File: src/rtl/regfile_wr_arbiter.sv
// Two-requester write arbiter feeding a single register-file write port through a one-entry output slot.
// Define REGFILE_WR_ARB_FIXED_PRIO_EN for fixed req0 priority; round-robin otherwise.
module regfile_wr_arbiter #(
    parameter int DATA_W = 64,
    parameter int ADDR_W = 5
) (
    input  logic              clk,
    input  logic              reset,
    input  logic              req0_valid,
    input  logic [ADDR_W-1:0] req0_addr,
    input  logic [DATA_W-1:0] req0_data,
    output logic              req0_ready,
    input  logic              req1_valid,
    input  logic [ADDR_W-1:0] req1_addr,
    input  logic [DATA_W-1:0] req1_data,
    output logic              req1_ready,
    input  logic              wr_stall,
    output logic              wr_en,
    output logic [ADDR_W-1:0] wr_addr,
    output logic [DATA_W-1:0] wr_data,
    output logic              wr_src,
    output logic [7:0]        stall_cnt
);

    typedef enum logic [1:0] {IDLE, WRITE, STALL} state_t;

    localparam logic [ADDR_W-1:0] ZERO_REG = {ADDR_W{1'b1}};

    state_t            state_q, state_d;
    logic [ADDR_W-1:0] addr_q, addr_d;
    logic [DATA_W-1:0] data_q, data_d;
    logic              src_q, src_d;
    logic [7:0]        cnt_q, cnt_d;

    logic              slot_busy;
    logic              slot_open;
    logic              xfer;
    logic              gnt1;
    logic [ADDR_W-1:0] sel_addr;
    logic [DATA_W-1:0] sel_data;

`ifndef REGFILE_WR_ARB_FIXED_PRIO_EN
    // ptr_q names the requester favoured on the next contention.
    logic ptr_q, ptr_d;
`endif

    assign slot_busy = (state_q != IDLE);
    assign slot_open = !slot_busy || !wr_stall;
    assign xfer      = !reset && slot_open && (req0_valid || req1_valid);

`ifdef REGFILE_WR_ARB_FIXED_PRIO_EN
    assign gnt1 = !req0_valid;
`else
    assign gnt1 = req1_valid && (!req0_valid || ptr_q);
`endif

    assign req0_ready = xfer && !gnt1;
    assign req1_ready = xfer && gnt1;
    assign sel_addr   = gnt1 ? req1_addr : req0_addr;
    assign sel_data   = gnt1 ? req1_data : req0_data;

    // NOTE: every always_comb output gets a default first so no latch is inferred.
    always_comb begin
        state_d = state_q;
        addr_d  = addr_q;
        data_d  = data_q;
        src_d   = src_q;
        cnt_d   = cnt_q;
`ifndef REGFILE_WR_ARB_FIXED_PRIO_EN
        ptr_d   = ptr_q;
        if (xfer) ptr_d = !gnt1;
`endif
        if (slot_busy && wr_stall) begin
            state_d = STALL;
            if (cnt_q != 8'hFF) cnt_d = cnt_q + 8'd1;
        end else if (xfer && (sel_addr != ZERO_REG)) begin
            state_d = WRITE;
            addr_d  = sel_addr;
            data_d  = sel_data;
            src_d   = gnt1;
        end else begin
            // Writes to the zero register are consumed without occupying the slot.
            state_d = IDLE;
        end
    end

    // NOTE: sequential state uses non-blocking assignments only.
    always_ff @(posedge clk) begin
        if (reset) begin
            state_q <= IDLE;
            addr_q  <= '0;
            data_q  <= '0;
            src_q   <= 1'b0;
            cnt_q   <= 8'd0;
`ifndef REGFILE_WR_ARB_FIXED_PRIO_EN
            ptr_q   <= 1'b0;
`endif
        end else begin
            state_q <= state_d;
            addr_q  <= addr_d;
            data_q  <= data_d;
            src_q   <= src_d;
            cnt_q   <= cnt_d;
`ifndef REGFILE_WR_ARB_FIXED_PRIO_EN
            ptr_q   <= ptr_d;
`endif
        end
    end

    assign wr_en     = slot_busy;
    assign wr_addr   = addr_q;
    assign wr_data   = data_q;
    assign wr_src    = src_q;
    assign stall_cnt = cnt_q;

endmodule

File: config.mk
export PLATFORM = sky130hd
export DESIGN_NAME = regfile_wr_arbiter
export DESIGN_NICKNAME = d
export VERILOG_FILES = /design/src/rtl/regfile_wr_arbiter.sv
export SDC_FILE = /design/constraint.sdc
export NUM_CORES = 1
export LEC_CHECK = 0
export ABC_AREA = 0
export CAP_MARGIN = 20
export CORE_AREA = 4 4 131 95
export DETAILED_ROUTE_END_ITERATION = 16
export DIE_AREA = 0 0 135 99
export MAX_ROUTING_LAYER = met4
export PLACE_DENSITY = 0.81
export SLEW_MARGIN = 20
export SYNTH_ARGS = -nofsm -noshare
export SYNTH_HDL_FRONTEND = slang
export SYNTH_SLANG_ARGS = --single-unit
File: constraint.sdc
create_clock -name clk -period 1.8 [get_ports clk]
set_input_delay 0.18 -clock clk [delete_from_list [all_inputs] [get_ports clk]]
set_output_delay 0.18 -clock clk [all_outputs]
set_load 0.01 [all_outputs]
==> flow_metrics.env <==
export IMPL_outcome="finished, violations left"
export IMPL_failed_checks="negative setup slack"
export IMPL_clock_path_buffers=2
export IMPL_grt_start_max_net_pins=36
export IMPL_synth_cell_type_count=34
export IMPL_post_route_period_util=1.01
export IMPL_synth_area_um2=3750
export IMPL_initial_core_util=0.340
export IMPL_netlist_area_leader_share=0.433
export IMPL_maxSlewViolCount=0
export IMPL_syn_nets=518
export IMPL_final_layout_size_suffix_gt1_frac=0.0711
export IMPL_drtPass1Iterations=4
export IMPL_die_w_um=135
export IMPL_place_hpwl_um=9360
export IMPL_nets=744
export IMPL_rsz0062_at_grt="true"
export IMPL_num_vias=3565
export IMPL_synth_most_common_cell="mux2i_1"
export IMPL_cp_start_kind="flip-flop"
export IMPL_drt_total_wl_um=11700
export IMPL_synthFlopType="dfxtp_1"
export IMPL_timing_hold_violations_final=0
export IMPL_h_tree_depth=3
export IMPL_drt_iter0_markers=90
export IMPL_gp_congestion=0.826
export IMPL_cp_arrival_ns=2.03
export IMPL_avgSynthCellArea_um2=10.0
export IMPL_post_cts_repair_setup_buffers=0
export IMPL_timing_fmax_mhz=552
export IMPL_fillers=898
export IMPL_endpoint_kind="flip-flop"
export IMPL_track_usage=0.178
export IMPL_grt_pass1_wl_um=18500
export IMPL_viasPerCell=4.70
export IMPL_synthArstFlopShare=0
export IMPL_die_area_um2=13400
export IMPL_cp_max_fo=32
export IMPL_ir_drop_v=0.000476
export IMPL_grt_pass1_vias=3736
export IMPL_place_ws_ns=-0.305
export IMPL_worstSetupPathType="flip-flop to flip-flop"
export IMPL_cellPowerDensity_nw_per_um2=819
export IMPL_insertion_delay_ns=0.33
export IMPL_netlist_instances=374
export IMPL_core_um2=11000
export IMPL_cts_tree="yes"
export IMPL_gr_total_overflow=0
export IMPL_synth_seq_area_share=0.433
export IMPL_syn_to_final_growth_pct=76.5
export IMPL_synth_area_leaders="dfxtp_1 (43%), mux2i_1 (36%), nand2_1 (6.7%)"
export IMPL_port_buffers=223
export IMPL_path_clk_slew_ns=0.06
export IMPL_cp_slowest_cell="a221o_4"
export IMPL_cp_required_ns=2.01
export IMPL_post_route_min_period_ns=1.81
export IMPL_cts_sinks=81
export IMPL_wire_per_inst_um=15.5
export IMPL_cts_buffers=9
export IMPL_io_pins=224
export IMPL_setup_viol=2
export IMPL_p_leak_nw=3.05
export IMPL_slowest_delay_ns=0.42
export IMPL_synth_edff_count=0
export IMPL_dieHeight_um=99
export IMPL_drc_errors=0
export IMPL_worstHoldPathType="flip-flop to flip-flop"
export IMPL_root_buffer="clkbuf_16"
export IMPL_ys_ff_latch=81
export IMPL_antenna_found_initial=0
export IMPL_relSlewSlack=0.707
export IMPL_fin_total_pwr_mw=5.42
export IMPL_ant_nets=0
export IMPL_yosys_warnings=0
export IMPL_worstMarginPinSlew_ns=0.435
export IMPL_diodes=0
export IMPL_postCtsHoldBufs=0
export IMPL_skew_ns=0.00317
export IMPL_rows=32
export IMPL_path_cells="o21a_1 > or3_4 > a221o_4 > buf_12 > mux2i_2"
export IMPL_synthTopCellsByCount="mux2i_1 (134), dfxtp_1 (81), nand2_1 (67)"
export IMPL_fin_ws_ns=-0.0110
export IMPL_max_cap_viol_count=0
export IMPL_synth_largest_area_cell="dfxtp_1"
==> critical path, delay by kind of cell (launching register included) <==
family                 cells  cell delay (ns)
DFF                        1             0.32
AOI/OAI and AO/OA          2             0.61
and+or+nand+nor            1             0.37
muxes                      1             0.17
buffers and inverters      1             0.21
==> worst paths after layout <==
path         slack [ns]  cells after the start          end        start
min reg2reg        0.46                      2  wr_data[61]  wr_data[61]
min                0.46                      2  wr_data[61]  wr_data[61]
max               -0.01                      5  wr_data[20]   state_q[0]
max reg2reg       -0.01                      5  wr_data[20]   state_q[0]
==> registers in the layout, indices dropped and copies added, names as in the netlist <==
register and flops:
wr_addr 5, state_q 2, wr_src 1, stall_cnt 8
ptr_q 1, wr_data 64
==> layout make-up <==
| cell class | count | area, µm² | share of cell area |
|---|---|---|---|
| well taps | 153 | 191 | 0.0289 |
| clock buffers | 11 | 233 | 0.0352 |
| flip-flops and latches | 81 | 1620 | 0.245 |
| repair buffers | 241 | 2450 | 0.371 |
| clock inverters | 5 | 80.1 | 0.0121 |
| inverters | 7 | 26.3 | 0.00397 |
| multi-input cells | 260 | 2010 | 0.304 |
==> per-stage QoR <==
step           cell area, µm²  utilization  std cells  hold WS (ns)  TNS (ns)
4_1_cts                  6610        0.600        758         0.459         0
5_1_grt                  6620        0.601        758         0.481    -0.873
2_1_floorplan            3750            -        374         0.363    -0.762
3_5_place_dp             6290        0.571        742         0.451    -18.17
6_report                 6620        0.601        758         0.456   -0.0112
3_3_place_gp             6290        0.571        742         0.444    -16.73
==> cells by family (layout without fill, tap and decap cells) <==
family	after synthesis	count (layout)	synth area share
AND/OR/NAND/NOR	98	98	0.111
XOR/XNOR	6	6	0.0140
multiplexers	134	134	0.358
adder cells (fa/ha/maj)	1	1	0.00334
AO/OA/AOI/OAI	21	21	0.0414
buffers and inverters	33	264	0.0401
flip-flops	81	81	0.433
==> cell usage in the layout (no fill, tap or decap), types with 2 or more instances in the layout <==
cell             count
nor3_1               5
clkdlybuf4s50_1    221
buf_12               7
nor2_1              10
xor2_1               5
inv_1                6
o21a_1               2
a221oi_1             4
mux2i_2              2
buf_4               11
clkinvlp_4           2
a21oi_1              3
clkbuf_1             2
o211ai_1             3
dfxtp_1             80
nand2_1             66
mux2i_1            132
bufinv_16            2
and3_1               3
nand4_1              3
clkbuf_16            9
==> layer usage <==
metal | vias up | global-route usage | wire length (µm) | part of all wire
li1 | 1754 | - | - | -
met1 | 1642 | 0.199 | 4790 | 0.41
met2 | 155 | 0.301 | 5750 | 0.49
met3 | 14 | 0.0638 | 1070 | 0.091
met4 | 0 | 0.0473 | 129 | 0.011
met5 | - | - | 0 | 0
==> report_power, final <==
part	switching, mW	leakage [nW]	internal, mW
registers	0.0991	0.672	1.99
logic	0.545	2.23	0.871
clock network	0.703	0.146	1.21
==> repair_timing <==
item                                    CTS  global route
resized for setup                         7             5
pin swaps                                 0             0
endpoints found under the setup margin   34            41
No activity file was read; power rests on OpenSTA's default activity.
